**src/rtl/game_pkg.sv**
```systemverilog
// Shared screen geometry, colour constants and plotter types for the bullet path.
// Latency: none (definitions only).
// Backpressure: none (definitions only).
package game_pkg;

  localparam int X_W     = 8;
  localparam int Y_W     = 7;
  localparam int COL_W   = 3;
  localparam int CNT_W   = 3;

  localparam int SCREEN_W = 160;
  localparam int SCREEN_H = 120;

  localparam logic [COL_W-1:0] BLACK = 3'b000;
  localparam logic [COL_W-1:0] WHITE = 3'b111;

  typedef enum logic [1:0] {
    ST_IDLE,
    ST_ERASE,
    ST_DRAW,
    ST_DONE
  } plot_state_t;

  typedef struct packed {
    logic [X_W-1:0]   x;
    logic [Y_W-1:0]   y;
    logic [COL_W-1:0] colour;
  } bullet_t;

endpackage

```
**src/rtl/sprite_scan_ctr.sv**
```systemverilog
// Sprite pixel scanner: dx runs fastest, dy slowest, restarted at (0,0) by start.
// Latency: next_dx/next_dy show this cycle's successor; the count updates on the next edge.
// Backpressure: none; advances only while enable is high.
module sprite_scan_ctr
  import game_pkg::*;
#(
  parameter int W = 1,
  parameter int H = 4
) (
  input  logic             clk,
  input  logic             reset,
  input  logic             start,
  input  logic             enable,
  output logic [CNT_W-1:0] next_dx,
  output logic [CNT_W-1:0] next_dy,
  output logic             last
);

  logic [CNT_W-1:0] dx;
  logic [CNT_W-1:0] dy;

  assign last = (dx == CNT_W'(W - 1)) && (dy == CNT_W'(H - 1));

  // Successor position: start wins, otherwise step dx and carry into dy at the row end.
  always_comb begin
    next_dx = dx;
    next_dy = dy;
    if (start) begin
      next_dx = '0;
      next_dy = '0;
    end else if (enable) begin
      if (dx == CNT_W'(W - 1)) begin
        next_dx = '0;
        next_dy = dy + CNT_W'(1);
      end else begin
        next_dx = dx + CNT_W'(1);
      end
    end
  end

  // Hold the position currently being emitted by the plotter.
  always_ff @(posedge clk or negedge reset) begin
    if (!reset) begin
      dx <= '0;
      dy <= '0;
    end else begin
      dx <= next_dx;
      dy <= next_dy;
    end
  end

endmodule

```
**src/rtl/bullet_plotter.sv**
```systemverilog
// Bullet plotter: erases the previous sprite in background colour, then draws the new one.
// Latency: first pixel one cycle after the request is taken in IDLE; one pixel per cycle.
// Backpressure: none; a one-deep pending slot keeps only the newest unserved request.
module bullet_plotter #(
  parameter int          SPRITE_W  = 1,
  parameter int          SPRITE_H  = 4,
  parameter int          SCREEN_W  = game_pkg::SCREEN_W,
  parameter int          SCREEN_H  = game_pkg::SCREEN_H,
  parameter logic [2:0]  BG_COLOUR = 3'b000
) (
  input  logic       clk,
  input  logic       reset,
  input  logic       draw_req,
  input  logic [7:0] bullet_x,
  input  logic [6:0] bullet_y,
  input  logic [2:0] colour,
  output logic [7:0] vga_x,
  output logic [6:0] vga_y,
  output logic [2:0] vga_colour,
  output logic       vga_plot,
  output logic       busy,
  output logic       done
);

  import game_pkg::*;

  plot_state_t state;

  bullet_t     pend;
  logic        pend_vld;
  bullet_t     cur;
  logic [7:0]  old_x;
  logic [6:0]  old_y;
  logic        old_valid;

  bullet_t     incoming;
  bullet_t     take_dat;
  logic        take;

  logic        scan_start;
  logic        scan_en;
  logic        scan_last;
  logic [CNT_W-1:0] next_dx;
  logic [CNT_W-1:0] next_dy;

  logic        emit;
  logic [7:0]  emit_x;
  logic [6:0]  emit_y;
  logic [2:0]  emit_col;
  logic [8:0]  sum_x;
  logic [7:0]  sum_y;
  logic        on_screen;

  assign incoming = '{x: bullet_x, y: bullet_y, colour: colour};
  // A request arriving in the same cycle as the consume replaces the pending one.
  assign take_dat = draw_req ? incoming : pend;
  assign take     = (state == ST_IDLE) && (draw_req || pend_vld);

  assign busy = (state != ST_IDLE);
  assign done = (state == ST_DONE);

  sprite_scan_ctr #(
    .W (SPRITE_W),
    .H (SPRITE_H)
  ) u_scan (
    .clk     (clk),
    .reset   (reset),
    .start   (scan_start),
    .enable  (scan_en),
    .next_dx (next_dx),
    .next_dy (next_dy),
    .last    (scan_last)
  );

  // Pick the pixel to register next: which sprite, which colour, and how the scanner moves.
  always_comb begin
    scan_start = 1'b0;
    scan_en    = 1'b0;
    emit       = 1'b0;
    emit_x     = old_x;
    emit_y     = old_y;
    emit_col   = BG_COLOUR;
    case (state)
      ST_IDLE: begin
        if (take) begin
          scan_start = 1'b1;
          if (old_valid) begin
            emit = 1'b1;
          end else if (take_dat.colour != BLACK) begin
            emit     = 1'b1;
            emit_x   = take_dat.x;
            emit_y   = take_dat.y;
            emit_col = take_dat.colour;
          end
        end
      end
      ST_ERASE: begin
        if (scan_last) begin
          if (cur.colour != BLACK) begin
            scan_start = 1'b1;
            emit       = 1'b1;
            emit_x     = cur.x;
            emit_y     = cur.y;
            emit_col   = cur.colour;
          end
        end else begin
          scan_en = 1'b1;
          emit    = 1'b1;
        end
      end
      ST_DRAW: begin
        if (!scan_last) begin
          scan_en  = 1'b1;
          emit     = 1'b1;
          emit_x   = cur.x;
          emit_y   = cur.y;
          emit_col = cur.colour;
        end
      end
      default: ;
    endcase
  end

  // Sums are one bit wider so sprites hanging off the right/bottom edge clip instead of wrapping.
  assign sum_x     = {1'b0, emit_x} + {6'd0, next_dx};
  assign sum_y     = {1'b0, emit_y} + {5'd0, next_dy};
  assign on_screen = (sum_x < 9'(SCREEN_W)) && (sum_y < 8'(SCREEN_H));

  // Control FSM with pending slot, sprite position history and registered pixel outputs.
  always_ff @(posedge clk or negedge reset) begin
    if (!reset) begin
      state      <= ST_IDLE;
      pend       <= '0;
      pend_vld   <= 1'b0;
      cur        <= '0;
      old_x      <= '0;
      old_y      <= '0;
      old_valid  <= 1'b0;
      vga_x      <= '0;
      vga_y      <= '0;
      vga_colour <= '0;
      vga_plot   <= 1'b0;
    end else begin
      if (take) begin
        pend_vld <= 1'b0;
      end else if (draw_req) begin
        pend_vld <= 1'b1;
        pend     <= incoming;
      end

      if (emit) begin
        vga_x      <= sum_x[7:0];
        vga_y      <= sum_y[6:0];
        vga_colour <= emit_col;
        vga_plot   <= on_screen;
      end else begin
        vga_plot   <= 1'b0;
      end

      case (state)
        ST_IDLE: begin
          if (take) begin
            cur <= take_dat;
            if (old_valid)                     state <= ST_ERASE;
            else if (take_dat.colour != BLACK) state <= ST_DRAW;
            else                               state <= ST_DONE;
          end
        end
        ST_ERASE: begin
          if (scan_last) state <= (cur.colour != BLACK) ? ST_DRAW : ST_DONE;
        end
        ST_DRAW: begin
          if (scan_last) begin
            old_x     <= cur.x;
            old_y     <= cur.y;
            old_valid <= 1'b1;
            state     <= ST_DONE;
          end
        end
        ST_DONE: begin
          if (cur.colour == BLACK) old_valid <= 1'b0;
          state <= ST_IDLE;
        end
        default: state <= ST_IDLE;
      endcase
    end
  end

endmodule

```
**config.mk**
```make
export PLATFORM = sky130hd
export DESIGN_NAME = bullet_plotter
export DESIGN_NICKNAME = d
export VERILOG_FILES = /design/src/rtl/game_pkg.sv /design/src/rtl/sprite_scan_ctr.sv /design/src/rtl/bullet_plotter.sv
export SDC_FILE = /design/constraint.sdc
export NUM_CORES = 1
export LEC_CHECK = 0
export CORE_UTILIZATION = 38
export CTS_CLUSTER_DIAMETER = 60
export CTS_CLUSTER_SIZE = 24
export DETAILED_ROUTE_END_ITERATION = 8
export PLACE_DENSITY = 0.64
export SETUP_SLACK_MARGIN = 0.2
export SLEW_MARGIN = 20
export SYNTH_ARGS = -nofsm -noshare
export SYNTH_HDL_FRONTEND = slang
export SYNTH_SLANG_ARGS = --single-unit
```
**constraint.sdc**
```tcl
create_clock -name clk -period 8.6 [get_ports clk]
set_input_delay 1.29 -clock clk [delete_from_list [all_inputs] [get_ports clk]]
set_output_delay 1.29 -clock clk [all_outputs]
set_load 0.01 [all_outputs]
```
== After elaboration in Yosys (flattened, before gate mapping) ==
Cells that the tools add are included.
Widths: inputs -> output; s select.

* Shift operators: 0
* Bitwise operators: 0
* Add/sub/neg operators: 4
* Multipliers: 0
* Reduce and logical (&&, ||, !) cells: 17
* Magnitude comparators: 2
* Multiplexer cells: 52
* Divide/modulo/power cells: 0
* Eq/ne operators: 8

{| class="wikitable"
|+ Operator list
! kind !! number
|-
| $mux 8 || 6
|-
| $mux 7 || 6
|-
| $mux 3 || 12
|-
| $pmux 8 s3 || 1
|-
| $pmux 7 s3 || 1
|-
| $mux 18 || 1
|-
| $mux 1 || 16
|-
| $add 8x3->9 || 1
|-
| $lt 9x8->1 const B || 1
|-
| $pmux 3 s3 || 1
|-
| $add 7x3->8 || 1
|-
| $lt 8x7->1 const B || 1
|-
| $mux 2 || 4
|-
| $pmux 2 s4 || 1
|-
| $add 3x1->3 const B || 2
|-
| $logic_not 3->1 || 2
|-
| $ne 2x2->1 const B || 3
|-
| $reduce_and 3->1 || 2
|-
| $reduce_bool 2->1 || 3
|-
| $reduce_bool 3->1 || 2
|-
| $eq 2x2->1 const B || 2
|-
| $pmux 1 s2 || 2
|-
| $reduce_and 2->1 || 2
|-
| $eq 3x2->1 const B || 1
|-
| 7 further kinds || 9
|}

* RAM bits: 0
* Output and inout port bits: 21
* Bits in read-only memories: 0
* Memories kept: 0
* Bits in latches: 0
* Logic and storage cells: 100
* Flip-flop bits (word level): 80
* Input port bits: 21

== Logic depth before layout (Yosys ltp) ==
* Word-level depth: 10
* Depth in mapped cells: 19
* Depth with buffers taken out: 17

== Modules after synthesis ==
Synthesis repeated with hierarchy kept, for this count alone.

* Cells, all modules: 384
* Area total of the unflattened synthesis: 4291.6 um^2

{| class="wikitable"
|+ By module, submodules not included
! module !! cells each !! sequential area each (um^2) !! area an instance (um^2) !! instances
|-
| bullet_plotter || 350 || 1851.8 || 3942.5 || 1
|-
| sprite_scan_ctr || 34 || 150.1 || 349.1 || 1
|}

== Worst setup path after synthesis ==
No wires, ideal clock.

* Path kind: input port to flip-flop
* Start: input port draw_req
* End: register vga_plot
* Setup time: 0.120 ns
* Stages: 14
* Data required time: 8.480 ns
* Path buffers: 2
* Arrival time: 4.296 ns
* Slack: 4.185 ns
* Path through: buf_1 > clkbuf_1 > mux2i_1 > nand2_1 > o211ai_1 > a21oi_1 > a21o_1 > ha_1 > a21o_1 > a21oi_1 > nor2b_1 > mux2i_1 > or4_1 > and3_1

* Longest elaborated chain between the ends: 10
* Elaborated cells on any way between the ends: 26
* Classes of those cells: add/sub: 2; order compare: 2; mux: 18; reduce/logical: 4

{| class="wikitable"
|+ RTL lines
! element !! line !! source
|-
| start, declared || bullet_plotter.sv:13 || <nowiki>input logic draw_req,</nowiki>
|-
| $mux 18 || -- ||
|-
| $reduce_bool 3->1 || bullet_plotter.sv:89 || <nowiki>end else if (take_dat.colour != BLACK) begin</nowiki>
|-
| $mux 8 / $mux 7 (equally long branches) || bullet_plotter.sv:89 ||
|-
| $mux 8 / $mux 7 (equally long branches) || bullet_plotter.sv:87 || <nowiki>if (old_valid) begin</nowiki>
|-
| $mux 8 / $mux 7 (equally long branches) || bullet_plotter.sv:85 || <nowiki>if (take) begin</nowiki>
|-
| $pmux 8 s3 / $pmux 7 s3 (equally long branches) || bullet_plotter.sv:83 || <nowiki>case (state)</nowiki>
|-
| $add 8x3->9 / $add 7x3->8 (equally long branches) || bullet_plotter.sv:125, bullet_plotter.sv:126 ||
|-
| $lt 9x8->1 / $lt 8x7->1 (equally long branches) || bullet_plotter.sv:127 || <nowiki>assign on_screen = (sum_x < 9'(SCREEN_W)) && (sum_y < 8'(SCREEN_H));</nowiki>
|-
| $logic_and 1x1->1 || bullet_plotter.sv:127 ||
|-
| $mux 1 * || bullet_plotter.sv:151 || <nowiki>if (emit) begin</nowiki>
|-
| end signal, assigned || bullet_plotter.sv:155 || <nowiki>vga_plot <= on_screen;</nowiki>
|-
| end, declared || bullet_plotter.sv:20 || <nowiki>output logic vga_plot,</nowiki>
|}

Mark *: on every way between the ends. The rest lies on a longest branch, timed or not.
A chain may end at the register's enable or synchronous reset.

== Final worst setup path ==
Ends and elaborated chain as after synthesis.

==> impl_results.md <==
- CP top delay family: simple AND/OR/NAND/NOR gates
- Gpl congestion: just under 0.8
- # Max-Cap Violations: 0
- Grt met1 use: 24.7%
- CP max FO: 43
- Fill cells: 1055
- Antenna Cells: 0
- Routed Antenna Nets: 0
- Largest net degree at the start of global routing: 81
- Synth warn: 0
- DP HPWL: 6640 um
- Hold path cells: 2
- Finished Layout Cells: 595
- Clock power share: 17.0%
- Clock Root Buffer: clkbuf_8
- Drt drc: 0
- Synth Instances: 414
- Peak supply drop: 0.145 mV
- Crit Reg-Reg Startpoint: state[0]$_DFFE_PN0P_
- TNS Setup: 0 ps
- Switching Share: between 40% and 50%
- RSZ-0062 raised after global routing: no
- Synth area leader: dfrtp_1
- Wire length per cell: 15.4 um
- Hold Startpoint: vga_x[1]$_DFFE_PN0P_
- Post-synth ARST share: 100%
- Worst Path Required: between 8000 and 9000 ps
- Worst skew pair latency: 360 ps
- Layout Nets: 488
- Gr usage total: 17.4%
- Int Power: 0.00110 W
- Via count: 3108
- Grt ovf: 0
- Tightest Pin Transition: 894 ps
- Die Y: 107 um
- Cell Count Post-Placement: 580
- Crit share post-route: 60.5%
- Mapped Nets: 451
- GR Util met3: 3.09%
- Buf/Inv on CP: 5
- R2r setup slk: 4040 ps
- Synth top area cells: dfrtp_1 (47%), mux2_2 (9.9%), nand2_1 (6.1%), o21ai_0 (4.4%), mux2i_1 (4.3%)
- Num Clock Sinks: 80
- Pwr Density: ~370 nW/um2
- Mapped Area: 4230 um2
- Number of flops mapped to enable cells by yosys: 0
- Vias/cell: 5.22
- Crit-path max cell delay: 770 ps
- Sequential share of the synthesized area: 47.4%
- Reg clk slew, reported paths: about 80 ps
- P_sw: 0.000738 W
- Hold endpoint: vga_x[1]$_DFFE_PN0P_
- R2r endpoint: vga_plot$_DFF_PN0_
- Hold_buf cts: 0
- Worst Skew: 7.64 ps
- Combinational group share of total power: 47.9%
- Hold Violations, Final: 0
- Avg Cell Area, Syn: 10.2 um2
- Critical-path top delay cell: or4_1
- CP Launch Type: input pin
- TritonCTS clock tree: yes
- Inserted Clock Buffers: 9
- Area delta synth->final: 18.0%
- Setup-failing EPs final: 0
- Chip width: about 110 um
- Status: finished clean
- WS Path Type: in2reg
- Post-Route WL: 9140 um
- CP arrival: approximately 5500 ps
- Clock Path Buffers: 2
- IO Pins: 42
- Yosys reg bits: 80
- Layout cells sized above 1: 14.3%
- Postcts setup bufs: 0
- Most Crowded Layer GR: met2
- Initial antenna violation count: 0
- Reg2reg path depth: 17
- Post-route minimum period: 5210 ps
- Met2 GRT Util: 26.5%
- # resized after CTS: 0
- IO Port Bufs: 41
- Pleak: 2.23 nW
- CP Cell Sequence: clkdlybuf4s50_1 -> buf_4 -> o21ai_2 -> buf_4 -> or4_1 -> o21ai_0 -> a22oi_1 -> o21ai_0 -> ha_1 -> inv_1 -> fa_1 -> inv_1 -> a21oi_1 -> nor2b_1 -> mux2i_1 -> or4_1 -> and3_1
- CP endpoint kind: register
- Top FF cell, synth: dfrtp_1
- Post-synth top area share: 47.4%
- Post-synth top cells: dfrtp_1 (80), nand2_1 (69), mux2_2 (37), o21ai_0 (37), mux2i_1 (18)
- Core footprint: roughly 11000 um2
- Hold Path Class: reg2reg
- Sequential share of power: 35.1%
- Count leader, synth: dfrtp_1
- Die Area: 11500 um2
- First-pass GRT wire length: 15200 um
- Post-synth cell types: between 50 and 60
- Starting Density: 39.0%
- Slew Limit Fails: 0
- CTS H-tree depth: 3
- Fmax: 192 MHz
- DRT iter0 DRCs: between 200 and 250
- Worst rel slew slack: 40.1%
- Vias in the first global route: 2981
- Rows: 38
- Critical path startpoint: draw_req
- First-pass DRT Iterations: 4
[cells in the final DEF, fill, tap and decap left out, types with 4 or more instances in the layout]
| master | netlist | routed |
|---|---|---|
| nor3_1 | 10 | 10 |
| a221oi_1 | 4 | 4 |
| o21ai_1 | 4 | 4 |
| dfrtp_1 | 80 | 80 |
| o21ai_0 | 37 | 37 |
| xor2_1 | 8 | 8 |
| nand2_1 | 69 | 69 |
| inv_1 | 15 | 15 |
| nor2b_1 | 6 | 6 |
| xnor2_1 | 4 | 4 |
| a31oi_1 | 4 | 4 |
| nor2_1 | 17 | 17 |
| clkbuf_8 | 0 | 11 |
| clkdlybuf4s50_1 | 0 | 40 |
| a21oi_1 | 13 | 13 |
| a21o_1 | 7 | 7 |
| ha_1 | 14 | 14 |
| buf_4 | 1 | 4 |
| mux2_2 | 37 | 37 |
| a22oi_1 | 6 | 6 |
| mux2i_1 | 18 | 18 |
[cell families (layout without fill, tap and decap cells)]
logic type / count (synthesis) / in the layout / share of synthesized area (%)
and+or+nand+nor: 122 / 122 / 13.4
adders and majority gates: 16 / 16 / 5.09
buffers and inverters: 34 / 75 / 3.14
DFF: 80 / 80 / 47.4
AOI/OAI and AO/OA: 94 / 94 / 14.1
muxes: 56 / 56 / 14.4
xor gates and xnor gates: 12 / 12 / 2.49
[per-stage QoR]
stage          utilization (%)  cell area (um2)  hold WS, ps  worst slack, ps  power [W]
5_1_grt                   46.0             4990          511             3050    0.00199
3_5_place_dp              43.9             4760          470             3030    0.00154
2_1_floorplan                -             4230          463             4180    0.00126
6_report                  46.0             4990          481             3390    0.00183
4_1_cts                   46.0             4980          489             3410    0.00185
3_3_place_gp              43.9             4760          463             3200    0.00151
[per-layer routing]
layer | routed length [um] | part of all wire [%]
met3 | 329 | 3.6
met4 | 117 | 1.3
met5 | 0 | 0
met1 | 4600 | 50
met2 | 4090 | 45
[registers in the layout, indices dropped and copies added (netlist names)]
register	count
cur	18
pend	18
old_x	8
vga_x	8
old_y	7
vga_y	7
u_scan.dx	3
u_scan.dy	3
vga_colour	3
state	2
old_valid	1
pend_vld	1
vga_plot	1
[worst min-delay path, cell delays in order (launching register included)]
cell and delay [ps]:
dfrtp_1 350, nand2_1 40, o21ai_0 60
[final cells by class]
cell class | count | area [um2] | share of cell area (%)
Tap cell | 140 | 175 | 3.51
Inverter | 15 | 56.3 | 1.13
Multi-Input combinational cell | 300 | 2090 | 41.9
Timing Repair Buffer | 45 | 442 | 8.86
Sequential cell | 80 | 2000 | 40.1
Clock buffer | 12 | 155 | 3.11
Clock inverter | 3 | 65.1 | 1.30
[worst max-delay path by stage]
stage          cells past startpoint            endpoint  slack, ps
5_1_grt                           17  vga_plot$_DFF_PN0_       3050
2_1_floorplan                     14  vga_plot$_DFF_PN0_       4180
6_report                          17  vga_plot$_DFF_PN0_       3390
3_5_place_dp                      17  vga_plot$_DFF_PN0_       3030
4_1_cts                           17  vga_plot$_DFF_PN0_       3410
3_3_place_gp                      17  vga_plot$_DFF_PN0_       3200
[power groups by stage]
stage               Sequential (W)  Combinational, W  Clock, W
global route              0.000665          0.000995  0.000333
floorplan                 0.000636          0.000628         0
global placement          0.000644          0.000863         0
finish                    0.000644          0.000879  0.000311
detailed placement        0.000652          0.000886         0
CTS                       0.000644          0.000889  0.000319
Power figures use the tool's default switching activity.
